==> src/rtl/trace_sequencer.sv <==
// In-order per-instruction stage-timing sequencer: tracks each fetched instruction
// through IF/ID/EX/WB, timestamps every stage boundary and emits records in program order.
module trace_sequencer #(
  parameter int DEPTH      = 4,
  parameter int DATA_WIDTH = 32,
  parameter int ADDR_WIDTH = 32,
  parameter int TS_WIDTH   = 32
) (
  input  logic                    clk,
  input  logic                    rst_n,
  input  logic                    trace_en,
  input  logic                    flush,
  input  logic                    if_start,
  input  logic [ADDR_WIDTH-1:0]   if_addr,
  input  logic                    if_end,
  input  logic [DATA_WIDTH-1:0]   if_instr,
  input  logic                    id_end,
  input  logic                    ex_end,
  input  logic                    ex_pass_through,
  input  logic                    wb_end,
  output logic                    trace_valid,
  input  logic                    trace_ready,
  output logic [ADDR_WIDTH-1:0]   trace_addr,
  output logic [DATA_WIDTH-1:0]   trace_instr,
  output logic                    trace_pass_through,
  output logic [8*TS_WIDTH-1:0]   trace_ts,
  output logic                    overflow,
  output logic                    proto_err
);

  localparam int PW = (DEPTH > 1) ? $clog2(DEPTH) : 1;
  localparam int IF_S = 0, IF_E = 1, ID_S = 2, ID_E = 3, EX_S = 4, EX_E = 5, WB_S = 6, WB_E = 7;

  typedef enum logic [2:0] {S_FREE, S_FETCH, S_DECODE, S_EXEC, S_WBACK, S_DONE} entry_state_e;
  typedef logic [PW-1:0] ptr_t;

  entry_state_e            st_q [DEPTH];
  entry_state_e            st_d [DEPTH];
  logic [ADDR_WIDTH-1:0]   addr_q  [DEPTH];
  logic [DATA_WIDTH-1:0]   instr_q [DEPTH];
  logic                    pt_q    [DEPTH];
  logic [TS_WIDTH-1:0]     ts_q    [DEPTH][8];
  logic [TS_WIDTH-1:0]     cnt_q;

  ptr_t alloc_ptr, ifq_ptr, idq_ptr, exq_ptr, head_ptr, wbq_ptr, scan_ptr;
  logic full, pop, wb_found;
  logic do_alloc, do_if, do_id, do_ex, do_wb;

  // Every decision below looks only at start-of-cycle entry state, so an entry
  // touched this cycle cannot also be the target of its next stage event.
  assign trace_valid = (st_q[head_ptr] == S_DONE);
  assign pop         = trace_valid & trace_ready & ~flush;
  assign full        = (st_q[alloc_ptr] != S_FREE);
  assign do_alloc    = if_start & trace_en & ~flush & (~full | pop);
  assign do_if       = if_end & ~flush & (st_q[ifq_ptr] == S_FETCH);
  assign do_id       = id_end & ~flush & (st_q[idq_ptr] == S_DECODE);
  assign do_ex       = ex_end & ~flush & (st_q[exq_ptr] == S_EXEC);
  assign do_wb       = wb_end & ~flush & wb_found;

  // Pass-through entries never enter WBACK, so the oldest WBACK entry is found by
  // scanning forward from the head.
  always_comb begin
    wbq_ptr  = head_ptr;
    wb_found = 1'b0;
    scan_ptr = head_ptr;
    for (int i = 0; i < DEPTH; i++) begin
      scan_ptr = head_ptr + ptr_t'(i);
      if (!wb_found && st_q[scan_ptr] == S_WBACK) begin
        wbq_ptr  = scan_ptr;
        wb_found = 1'b1;
      end
    end
  end

  always_comb begin
    st_d = st_q;
    if (flush) begin
      for (int i = 0; i < DEPTH; i++) st_d[i] = S_FREE;
    end else begin
      if (pop)   st_d[head_ptr] = S_FREE;
      if (do_if) st_d[ifq_ptr]  = S_DECODE;
      if (do_id) st_d[idq_ptr]  = S_EXEC;
      if (do_ex) st_d[exq_ptr]  = ex_pass_through ? S_DONE : S_WBACK;
      if (do_wb) st_d[wbq_ptr]  = S_DONE;
      // Allocation comes last: when full, it reuses the slot the pop frees.
      if (do_alloc) st_d[alloc_ptr] = S_FETCH;
    end
  end

  // NOTE: all state registers use non-blocking assignments so every process sees start-of-cycle values.
  always_ff @(posedge clk or negedge rst_n) begin
    if (!rst_n) begin
      for (int i = 0; i < DEPTH; i++) st_q[i] <= S_FREE;
      cnt_q     <= '0;
      alloc_ptr <= '0;
      ifq_ptr   <= '0;
      idq_ptr   <= '0;
      exq_ptr   <= '0;
      head_ptr  <= '0;
      overflow  <= 1'b0;
      proto_err <= 1'b0;
    end else begin
      st_q  <= st_d;
      cnt_q <= cnt_q + TS_WIDTH'(1);
      if (flush) begin
        alloc_ptr <= '0;
        ifq_ptr   <= '0;
        idq_ptr   <= '0;
        exq_ptr   <= '0;
        head_ptr  <= '0;
      end else begin
        if (do_alloc) alloc_ptr <= alloc_ptr + ptr_t'(1);
        if (do_if)    ifq_ptr   <= ifq_ptr + ptr_t'(1);
        if (do_id)    idq_ptr   <= idq_ptr + ptr_t'(1);
        if (do_ex)    exq_ptr   <= exq_ptr + ptr_t'(1);
        if (pop)      head_ptr  <= head_ptr + ptr_t'(1);
        if (if_start && trace_en && full && !pop) overflow <= 1'b1;
        if ((if_end && !do_if) || (id_end && !do_id) || (ex_end && !do_ex) || (wb_end && !do_wb))
          proto_err <= 1'b1;
      end
    end
  end

  // NOTE: payload storage has no reset; entry state alone says whether a slot holds anything.
  always_ff @(posedge clk) begin
    if (!flush) begin
      if (do_alloc) begin
        addr_q[alloc_ptr]       <= if_addr;
        ts_q[alloc_ptr][IF_S]   <= cnt_q;
      end
      if (do_if) begin
        instr_q[ifq_ptr]        <= if_instr;
        ts_q[ifq_ptr][IF_E]     <= cnt_q;
        ts_q[ifq_ptr][ID_S]     <= cnt_q;
      end
      if (do_id) begin
        ts_q[idq_ptr][ID_E]     <= cnt_q;
        ts_q[idq_ptr][EX_S]     <= cnt_q;
      end
      if (do_ex) begin
        pt_q[exq_ptr]           <= ex_pass_through;
        ts_q[exq_ptr][EX_E]     <= cnt_q;
        ts_q[exq_ptr][WB_S]     <= cnt_q;
        if (ex_pass_through) ts_q[exq_ptr][WB_E] <= cnt_q;
      end
      if (do_wb) ts_q[wbq_ptr][WB_E] <= cnt_q;
    end
  end

  // Record fields are gated by trace_valid so they read zero when no record is offered.
  always_comb begin
    trace_addr         = '0;
    trace_instr        = '0;
    trace_pass_through = 1'b0;
    trace_ts           = '0;
    if (trace_valid) begin
      trace_addr         = addr_q[head_ptr];
      trace_instr        = instr_q[head_ptr];
      trace_pass_through = pt_q[head_ptr];
      for (int k = 0; k < 8; k++) trace_ts[(7-k)*TS_WIDTH +: TS_WIDTH] = ts_q[head_ptr][k];
    end
  end

endmodule

==> config.mk <==
export PLATFORM = sky130hd
export DESIGN_NAME = trace_sequencer
export DESIGN_NICKNAME = d
export VERILOG_FILES = /design/src/rtl/trace_sequencer.sv
export SDC_FILE = /design/constraint.sdc
export NUM_CORES = 1
export LEC_CHECK = 0
export BUFFER_PORTS_ARGS = -buffer_cell sky130_fd_sc_hd__buf_4
export CORE_MARGIN = 5
export CORE_UTILIZATION = 53
export DETAILED_ROUTE_END_ITERATION = 7
export GPL_ROUTABILITY_DRIVEN = 1
export PLACE_DENSITY = 0.76
export SLEW_MARGIN = 10
export SYNTH_ARGS = -nofsm -noshare
export SYNTH_HDL_FRONTEND = slang
export SYNTH_SLANG_ARGS = --single-unit
==> constraint.sdc <==
create_clock -name clk -period 3.7 [get_ports clk]
set_clock_uncertainty 0.15 [all_clocks]
set_input_delay 0.555 -clock clk [delete_from_list [all_inputs] [get_ports clk]]
set_output_delay 0.555 -clock clk [all_outputs]
set_load 0.005 [all_outputs]
---- After elaboration in Yosys (flattened, before gate mapping) ----
Memory sizes are Yosys's and may differ from the RTL's.
Index checks and enable logic that the tools add are counted.
storage, ports and cells
  input bits .............................. 75
  register bits ........................... 56
  RAM bits ................................ 1284
  memories ................................ 4
  logic and storage cells ................. 211
  output and inout bits ................... 324
operators by class
  order comparisons ....................... 15
  add/sub/neg operators ................... 8
  reduce and logical (&&, ||, !) cells .... 35
  eq/ne operators ......................... 8
  bitwise logic cells ..................... 39
  muxes and demuxes ....................... 90
memories
  memory   words  width  read ports  clocked after memory_dff  wr ports  RTL line  source
  ts_q     4      256    1           0                         5         42        logic [TS_WIDTH-1:0] ts_q [DEPTH][8];
  addr_q   4      32     1           0                         1         39        logic [ADDR_WIDTH-1:0] addr_q [DEPTH];
  instr_q  4      32     1           0                         1         40        logic [DATA_WIDTH-1:0] instr_q [DEPTH];
  pt_q     4      1      1           0                         1         41        logic pt_q [DEPTH];
operators with widths
  kind                                                number
  two-way mux 256 bit                                 1
  two-way mux 12 bit                                  12
  two-way mux 3 bit                                   22
  two-way mux 32 bit                                  2
  binary-select mux 3 bit (select 2 bit)              8
  demux 3 bit (select 2 bit)                          6
  adder 32 x 1 -> 32 bit, second input constant       1
  >= comparator 3 bit, second input constant          9
  inverter 2 -> 3 bit                                 9
  two-way mux 2 bit                                   13
  two-way mux 1 bit                                   25
  < comparator 3 x 1 -> 1 bit, second input constant  6
  AND 8 bit                                           2
  logical AND 1 bit                                   16
  inverter 8 bit                                      2
  OR 8 bit                                            2
  == test 3 bit, second input constant                5
  AND 1 bit                                           13
  AND 12 bit                                          1
  bitwise mux 12 bit                                  1
  inverter 12 bit                                     1
  adder 2 x 1 -> 2 bit, second input constant         5
  nonzero test 2 bit                                  5
  AND 4 bit                                           2
  other kinds (11)                                    26

---- Logic depth before layout (Yosys ltp) ----
Gate-level depths: netlist of run 1.
  depth in word-level cells ............... 27
  gate-level depth with buffers ........... 11
  depth with buffers taken out ............ 8

---- Worst setup path after synthesis of run 1 ----
OpenSTA, ideal clock, no wires.
  path type ............................... register -> register
  start point ............................. reg st_q[3] in the netlist's numbering
  end point ............................... reg st_q[11] in the netlist's numbering
  setup slack ............................. -193 ps
  setup time .............................. 209 ps
  arrival ................................. 3534 ps
  cell stages (with the launch flop) ...... 9
  path through ............................ dfrtp_1 clkbuf_1 nor4b_1 a31oi_1 a2111oi_0 and2_1 nor2_1 o211ai_1 a311oi_2
RTL lines
  element                 RTL line  source
  start, declared         37        entry_state_e st_q [DEPTH];
  start signal, assigned  103       st_q <= st_d;

---- Worst setup path in the final report of run 1 ----
  start point ............................. reg st_q[5] in the netlist's numbering
  end point ............................... out trace_ts[51]
between the ends
  cells in the longest elaborated chain, start to end .. 5
RTL lines
  element                                                RTL line  source
  binary-select mux 3 bit (select 2 bit)                 51        assign trace_valid = (st_q[head_ptr] == S_DONE);
  two-way mux 3 bit (not written as such) (2 in series)  51
  == test 3 bit                                          51
  two-way mux 256 bit                                    156       if (trace_valid) begin
  end, declared                                          26        output logic [8*TS_WIDTH-1:0] trace_ts,
Every way passes these cells. The select of a mux whose other input is x is not followed.

==> impl_metrics.tcl, run 1 <==
set metrics [dict create \
    power_leakage_nw 16.9 \
    start_util 0.535 \
    worst-setup-path-type "reg -> out" \
    rr_endpoint "ts_q[0][2]" \
    dieArea_um2 77600 \
    fin_nets 2451 \
    postCtsSetupBuffers 0 \
    routabilityCongestion 0.863 \
    maxCapViolations 0 \
    holdPathStages 3 \
    cts_tree "built" \
    syn_to_final_growth_pct 21.4 \
    yosysTopAreaCellShare 0.707 \
    die_h_um 279 \
    routed_wl_um 93300 \
    io_pins 399 \
    syn_area_um2 38200 \
    arrival_ps 2960 \
    critPathSlowestCell "mux4_4" \
    crit_family "multiplexers" \
    path_clk_slew_ps 60 \
    critical_path_required_ps 2990 \
    hold-worst-slack_ps 64.4 \
    status "completed" \
    fmax_mhz 273 \
    slew_headroom 0.382 \
    die_x_um 279 \
    ys_warn_count 0 \
    post-route-period-util 0.992 \
    crit_top_cell "buf_4" \
    overflow 0 \
    start_kind "flip-flop" \
    drt_iter0_drc 2255 \
    ys_seq_elements 956 \
    firstDrtPassIters 5 \
    syn_area_per_cell_um2 19.9 \
    worstPathCellList "nor2b_1 -> mux4_4 -> buf_4 -> buf_16 -> and3_1 -> buf_4" \
    crit_path_end_kind "output port" \
    grt_pass1_vias 21300 \
    setup_viol 0 \
    synth_area_leaders "edfxtp_1, mux4_2, and3_1" \
    rrSetupSlack_ps 320 \
    cts_buffers 95 \
    cts_htree_levels 3 \
    grt_usage 0.234 \
    cts.path.max_buffers 3 \
    core_area_um2 71500 \
    synth_edf_count 900 \
    fin_util 0.649 \
    synth_seq_area_share 0.744 \
    yosysTopAreaCell "edfxtp_1" \
    grt_pass1_wl_um 137000 \
    cellPowerDensity_nw_per_um2 472 \
    ctsRootBufferMaster "clkbuf_16" \
    hold_viol_final 0 \
    synthArstFlopShare 0.0586 \
    cts_sinks 956 \
    clk-insertion-delay-late_ps 650 \
    grt_antenna_before_repair 8 \
    vias 20500 \
    path_buf_inv 3 \
    rsz0062_at_grt "yes" \
    drv_slew 0 \
    syn_inst 1918 \
    synth_ff_type "edfxtp_1" \
    drtAntennaViolNets 0 \
    max_stage_delay_ps 620 \
    grt_max_degree 227 \
    route.detailed.drc 0 \
    hpwl_um 53300 \
    tightest_slew_ps 927 \
    path_max_fanout 112 \
    reg2reg_depth 9 \
    synth_fp_nets 2014 \
    fin_crit_ps 3670 \
    drt-wirelength-per-cell_um 27.6 \
    hold_path_class "in -> reg" \
    synth.distinct_cells 58 \
    min_from "if_start" \
    rows 98 \
    drive_above_1_share 0.380 \
    reg2reg_from "head_ptr[0]" \
    viasPerCell 6.05 \
    hold_end "overflow" \
    ir_drop_uv 410 \
    port-buffer-count 398 \
]
registers in the layout, summed over array words and instances, names as in the netlist:
name,cells
pt_q,4
instr_q,128
ifq_ptr,2
ts_q,640
proto_err,1
cnt_q,32
exq_ptr,2
alloc_ptr,2
addr_q,128
overflow,1
idq_ptr,2
st_q,12
head_ptr,2
layer usage:
layer / part of all wire / up-vias / global-route usage / wire length [um]
li1: - / 8586 / - / -
met1: 0.40 / 10800 / 0.329 / 36900
met2: 0.50 / 972 / 0.390 / 47100
met3: 0.077 / 125 / 0.0394 / 7160
met4: 0.023 / 2 / 0.0619 / 2190
met5: 0.00014 / - / 0 / 13
kinds of logic (layout without fill, tap and decap cells):
logic type               count (synthesis)  in the layout  share of synthesized area
AND/OR/NAND/NOR                        372            372                     0.0581
multiplexers                           239            239                      0.138
other                                    0              3                          0
buffers and inverters                  236            752                     0.0333
XOR/XNOR                                35             35                    0.00841
adder cells (fa/ha/maj)                 21             21                    0.00687
AO/OA/AOI/OAI                           59             59                     0.0119
flip-flops                             956            956                      0.744
metrics by stage:
| stage | setup WS, ps | std cells | area [um^2] | total power, mW | TNS (ps) |
|---|---|---|---|---|---|
| 4_1_cts | 3.83 | 3382 | 46200 | 22.1 | 0 |
| 3_3_place_gp | 378 | 3135 | 42200 | 12.4 | 0 |
| 2_1_floorplan | 187 | 1918 | 38200 | 12.2 | 0 |
| 3_5_place_dp | 361 | 3135 | 42200 | 12.4 | 0 |
| 6_report | 31.2 | 3387 | 46400 | 21.9 | 0 |
| 5_1_grt | -23.8 | 3386 | 46400 | 22.6 | -1180 |
layout make-up:
cell class / count / area, um^2
Sequential cell: 956 / 28400
Fill cell: 4675 / 25100
Multi-Input combinational cell: 726 / 8700
Timing Repair Buffer: 545 / 4780
Clock buffer: 122 / 2560
Tap cell: 950 / 1190
Clock inverter: 54 / 619
Inverter: 31 / 136
Antenna cell: 3 / 7.51
cells in the mapped netlist (3+ instances only):
master,instances
a311oi_2,4
o21ai_0,12
mux4_2,230
a211oi_1,4
nor2b_1,6
dfrtp_1,56
mux2i_1,9
and4_1,4
a221oi_1,4
buf_4,98
nand2_1,40
ha_1,21
nor3b_1,8
buf_1,10
buf_2,13
a21oi_1,3
nor3_1,4
a41oi_1,4
inv_1,29
o211ai_1,6
and3_1,236
or3b_2,3
nor2_1,20
xnor2_1,25
and2_1,8
nand3_1,19
edfxtp_1,900
a31oi_1,5
xor2_1,8
nor4b_1,4
o31ai_1,4
nand3b_1,4
clkbuf_1,83
placed cells by master, fill, tap and decap left out, types with 9 or more instances in the layout:
| cell | instances |
|---|---|
| nor2_1 | 20 |
| mux4_2 | 228 |
| edfxtp_1 | 900 |
| and3_4 | 28 |
| xnor2_1 | 25 |
| buf_4 | 444 |
| bufinv_16 | 9 |
| mux2i_1 | 9 |
| buf_12 | 19 |
| inv_1 | 21 |
| clkbuf_1 | 19 |
| o21ai_0 | 12 |
| clkinv_2 | 21 |
| ha_1 | 21 |
| dlygate4sd3_1 | 66 |
| clkbuf_16 | 97 |
| and3_1 | 206 |
| dfrtp_1 | 54 |
| nand3_1 | 19 |
| nand2_1 | 36 |
power breakdown:
| part | internal [mW] | switching [mW] |
|---|---|---|
| clock network | 5.57 | 4.09 |
| logic | 0.196 | 0.238 |
| registers | 11.8 | 0.0283 |
| total | 17.6 | 4.36 |
worst max-delay path by stage:
stage | startpoint | end | slack (ps) | depth (start not counted)
6_report | st_q[5] | trace_ts[51] | 30 | 6
2_1_floorplan | st_q[0] | ts_q[0][0] | 190 | 8
4_1_cts | head_ptr[0] | trace_ts[161] | 4 | 4
5_1_grt | st_q[5] | trace_ts[146] | -20 | 6
3_5_place_dp | head_ptr[0] | trace_addr[0] | 360 | 5
3_3_place_gp | head_ptr[0] | trace_addr[0] | 380 | 5
worst register-to-register path: stages (launching register included):
cell and delay (ps):
dfrtp_4 590, inv_4 130, ha_1 500, mux4_2 540, o31ai_1 80, nor3b_1 100
o21ai_0 260, nand3b_1 280, nand2_2 160, buf_12 250
what timing repair did:
item | CTS | global route
hold endpoints to repair | 316 | 0
gates cloned | 5 | 2
hold buffers | 66 | 0
resized for setup | 13 | 35
setup endpoints to repair | 291 | 230
No activity file was read; power rests on OpenSTA's default activity.
==> run 2, diff against run 1 <==
Settings changed: PLACE_DENSITY 0.76 to not set, PLACE_DENSITY_LB_ADDON set to 0.3, REMOVE_ABC_BUFFERS set to 1.
==> run 2 against run 1 <==
  * Sequential share of layout area grew 0.72 points
  * Via count fell by 1.9%
  * Worst hold slack lost 23 ps
  * Register-to-register slack lost 210 ps
  * Combinational power about the same
  * Fmax up 0.22%
  * Critical path depth decreased by 2
  * Wire length fell by 4.1%
  * Die area did not move
  * Count of clock-buffer cells in the layout increased by 5
  * Critical endpoint is now trace_ts[64]
==> impl_metrics.tcl, run 2 (synthesis results as in run 1) <==
set metrics [dict create \
    fin_cells 3367 \
    cellPowerDensity_nw_per_um2 471 \
    die_x_um 279 \
    drt_iter0_drc 1826 \
    setup_viol 0 \
    grt_max_degree 227 \
    postCtsSetupBuffers 0 \
    rows 98 \
    maxCapViolations 0 \
    holdPathStages 1 \
    finalSetupTns_ps 0 \
    cts.path.max_buffers 3 \
    hold_path_class "in -> reg" \
    overflow 0 \
    top_regs "ts_q x640, addr_q x128, instr_q x128" \
    fin_util 0.642 \
    core_area_um2 71500 \
    reg2reg_depth 10 \
    crit_path_start "head_ptr[0]" \
    cts_sinks 956 \
    crit_family "multiplexers" \
    viasPerCell 5.98 \
    reg2reg_from "head_ptr[0]" \
    worst_slack_ps 39.4 \
    power_leakage_nw 16.8 \
    crit_path_end_kind "output port" \
    p_switching_mw 4.14 \
    post-route-period-util 0.989 \
    regMostFlops "ts_q" \
    path_max_fanout 113 \
    power_mw 21.6 \
    critPathSlowestCell "mux4_4" \
    dieArea_um2 77600 \
    routed_wl_um 89500 \
    start_kind "flip-flop" \
    die_h_um 279 \
    status "completed" \
    clk-insertion-delay-late_ps 630 \
    drv_slew 0 \
    grt_usage 0.224 \
    io_pins 399 \
    cts_buffers 93 \
    route.detailed.drc 0 \
    final_area_um2 45900 \
    slew_headroom 0.432 \
    routabilityCongestion 0.938 \
    drt-wirelength-per-cell_um 26.6 \
    ir_drop_uv 309 \
    post-place-ws_ps 245 \
    path_buf_inv 2 \
    drive_above_1_share 0.358 \
    hold_viol_final 0 \
    port-buffer-count 398 \
    placed_cell_area_um2 42000 \
    cts_tree "built" \
    mostFrequentLayoutCells "edfxtp_1, buf_4, and3_1" \
    firstDrtPassIters 6 \
    grt_pass1_vias 20600 \
    min_from "ex_pass_through" \
    final_common_cell "edfxtp_1" \
    worst-setup-path-type "reg -> out" \
    place_inst 3126 \
    max_stage_delay_ps 810 \
    start_util 0.535 \
    fmax_mhz 273 \
    grt_pass1_wl_um 132000 \
    fin_crit_ps 3660 \
    largest_register_ffs 640 \
    rsz0062_at_grt "yes" \
    cp_num_cells 4 \
    hold-worst-slack_ps 41.4 \
    hpwl_um 52200 \
    vias 20100 \
    ctsRootBufferMaster "clkbuf_16" \
    share_comb_of_total_power 0.020 \
    clkPwrFrac 0.434 \
    p_int_mw 17.5 \
    tightest_slew_ps 852 \
    fin_nets 2434 \
    path_clk_slew_ps 60 \
    cts_htree_levels 3 \
    worstPathCellList "mux4_4 -> buf_16 -> and3_1 -> buf_4" \
    critical_path_required_ps 2990 \
    grt_antenna_before_repair 0 \
    arrival_ps 2960 \
    power.sequential.fraction 0.546 \
    p_sw_frac 0.191 \
    drtAntennaViolNets 0 \
    syn_to_final_growth_pct 20.0 \
]
==> run 2: worst reg2reg max path: stages (launching register included) <==
cell,delay (ps)
dfrtp_4,620
inv_2,130
buf_4,190
ha_1,430
mux4_2,390
o31ai_1,70
nor3b_1,280
o2111a_1,240
nand2_1,160
nand2_2,90
buf_4,450
==> run 2: final timing paths <==
| check | endpoint | slack, ps |
|---|---|---|
| max | trace_ts[64] | 40 |
| min | pt_q[2] | 40 |
| max reg2reg | ts_q[3][6] | 110 |
| min reg2reg | overflow | 330 |
| max in group asynchronous | head_ptr[0] | 2350 |
| min in group asynchronous | idq_ptr[0] | 420 |
==> run 2: area by class of cell <==
type	instances	area, um^2
antenna	1	2.50
clock buffer	127	2580
clock inverter	46	472
fill	4789	25600
inverter	31	129
multi-input combinational	726	8570
sequential	956	28400
tap	950	1190
timing repair buffer	530	4510
==> run 2: power groups by stage <==
stage / Clock, mW / Combinational [mW] / Sequential (mW)
6_report: 9.39 / 0.431 / 11.8
3_5_place_dp: 0 / 0.359 / 12.0
2_1_floorplan: 0 / 0.136 / 12.0
5_1_grt: 10.1 / 0.465 / 11.8
3_3_place_gp: 0 / 0.349 / 12.0
4_1_cts: 9.58 / 0.420 / 11.8
==> run 2: per-layer routing <==
layer | GRT usage | vias to the layer above | routed length (um)
met5 | 0 | - | 0
met4 | 0.0661 | 0 | 2220
met3 | 0.0379 | 144 | 5890
met2 | 0.365 | 785 | 44500
met1 | 0.317 | 10600 | 36900
li1 | - | 8548 | -
==> run 2: timing repair <==
action,CTS,global route
gates resized for setup,10,11
setup endpoints to repair,283,171
cloned,0,2
hold endpoints to repair,312,0
hold buffers,65,0
==> run 3, diff against run 2 <==
Settings changed: RECOVER_POWER set to 50.
==> run 3 against run 2 <==
  * The run now ends with max-capacitance violations, max-slew violations left
  * Wire length is 0.21% lower
  * First-iteration DRC count up 2.0%
  * Die area is the same
  * Global-route usage stayed put
  * Fmax is 0.36% lower
  * Critical endpoint unchanged
==> impl_metrics.tcl, run 3 (synthesis results as in run 1) <==
set metrics [dict create \
    tightest_slew_ps 1660 \
    drv_slew 57 \
    port-buffer-count 398 \
    final_common_cell "edfxtp_1" \
    reg2reg_from "head_ptr[0]" \
    cts_buffers 93 \
    core_area_um2 71500 \
    drtAntennaViolNets 0 \
    hpwl_um 52200 \
    cts_tree "built" \
    rrSetupSlack_ps 130 \
    syn_to_final_growth_pct 19.2 \
    violations "max-capacitance violations, max-slew violations" \
    start_kind "flip-flop" \
    rows 98 \
    fill_cells 4879 \
    grt_usage 0.224 \
    grt_pass1_vias 20600 \
    grt_antenna_before_repair 1 \
    power_mw 21.6 \
    cellPowerDensity_nw_per_um2 474 \
    fin_util 0.637 \
    vias 20100 \
    min_from "if_start" \
    path_max_fanout 113 \
    worst-setup-path-type "reg -> out" \
    rsz0062_at_grt "yes" \
    rr_endpoint "ts_q[3][6]" \
    holdPathStages 3 \
    drt-wirelength-per-cell_um 26.5 \
    io_pins 399 \
    top_regs "ts_q x640, addr_q x128, instr_q x128" \
    path_clk_slew_ps 60 \
    cts_sinks 956 \
    grt_pass1_wl_um 132000 \
    diodes 0 \
    clk-insertion-delay-late_ps 620 \
    overflow 0 \
    status "finished with violations" \
    start_util 0.535 \
    setup_viol 0 \
    ctsRootBufferMaster "clkbuf_16" \
    reg2reg_depth 10 \
    viasPerCell 5.97 \
    crit_path_end_kind "output port" \
    fmax_mhz 272 \
    mostFrequentLayoutCells "edfxtp_1, buf_4, and3_1" \
    arrival_ps 2970 \
    dieArea_um2 77600 \
    hold_path_class "in -> reg" \
    ir_drop_uv 310 \
    route.detailed.drc 0 \
    cts_htree_levels 3 \
    power_leakage_nw 16.5 \
    fin_crit_ps 3670 \
    drt_iter0_drc 1863 \
    drive_above_1_share 0.324 \
    routed_wl_um 89300 \
    grt_max_degree 227 \
    fin_nets 2434 \
    routabilityCongestion 0.938 \
    cts.path.max_buffers 3 \
    slew_headroom -0.104 \
    maxCapViolations 1 \
    regMostFlops "ts_q" \
    largest_register_ffs 640 \
    firstDrtPassIters 5 \
    die_h_um 279 \
    hold_viol_final 0 \
    die_x_um 279 \
    hold_end "overflow" \
    critical_path_required_ps 2990 \
    post-route-period-util 0.993 \
]
==> run 3: area by class of cell <==
type                    count  area, um^2  share of cell area
repair buffers            530        4190              0.0920
clock inverters            46         472              0.0104
well taps                 950        1190              0.0261
inverters                  31         129             0.00283
flip-flops and latches    956       28400               0.624
clock buffers             127        2580              0.0566
multi-input cells         726        8560               0.188
==> run 3: how the worst max path moves through the flow <==
stage	start	endpoint	slack [ps]
global placement	st_q[11]	ts_q[3][27]	270
finish	head_ptr[0]	trace_ts[64]	30
CTS	head_ptr[0]	trace_ts[136]	30
detailed placement	st_q[11]	ts_q[3][14]	250
floorplan	head_ptr[0]	ts_q[1][0]	-10170
global route	st_q[11]	trace_ts[219]	-10
==> run 3: through the flow <==
stage,instances,setup TNS (ps),area [um^2],hold WS [ps],setup WS (ps)
global placement,3126,0,42000,333,267
floorplan,1713,-6607400,37100,109,-10170
CTS,3364,0,45800,3.67,28.3
global route,3366,-29.9,45600,95.9,-10.4
finish,3366,0,45600,109,26.2
detailed placement,3126,0,42000,313,245
==> run 3: routing by layer <==
metal | up-vias | global-route usage | share of wire
met3 | 143 | 0.0379 | 0.065
met2 | 814 | 0.365 | 0.50
li1 | 8549 | - | -
met4 | 2 | 0.0661 | 0.025
met5 | - | 0 | 0.00011
met1 | 10600 | 0.317 | 0.41
==> run 3: report_power, final <==
part / switching (mW) / internal, mW
combinational: 0.238 / 0.161
clock: 3.87 / 5.52
sequential: 0.0256 / 11.8
total: 4.13 / 17.5
==> run 3: worst max-delay path, stage by stage (launching register included) <==
cell     delay [ps]
dfrtp_4         620
mux4_4          810
buf_16          280
and3_1          330
buf_4           160
==> run 3: timing repair <==
action | 4_1_cts | 5_1_grt
pin swaps | 0 | 0
hold endpoints to repair | 312 | 0
hold buffers | 65 | 0
buffers inserted | 0 | 0
cloned | 0 | 2
resized for setup | 10 | 11
endpoints found under the setup margin | 283 | 171
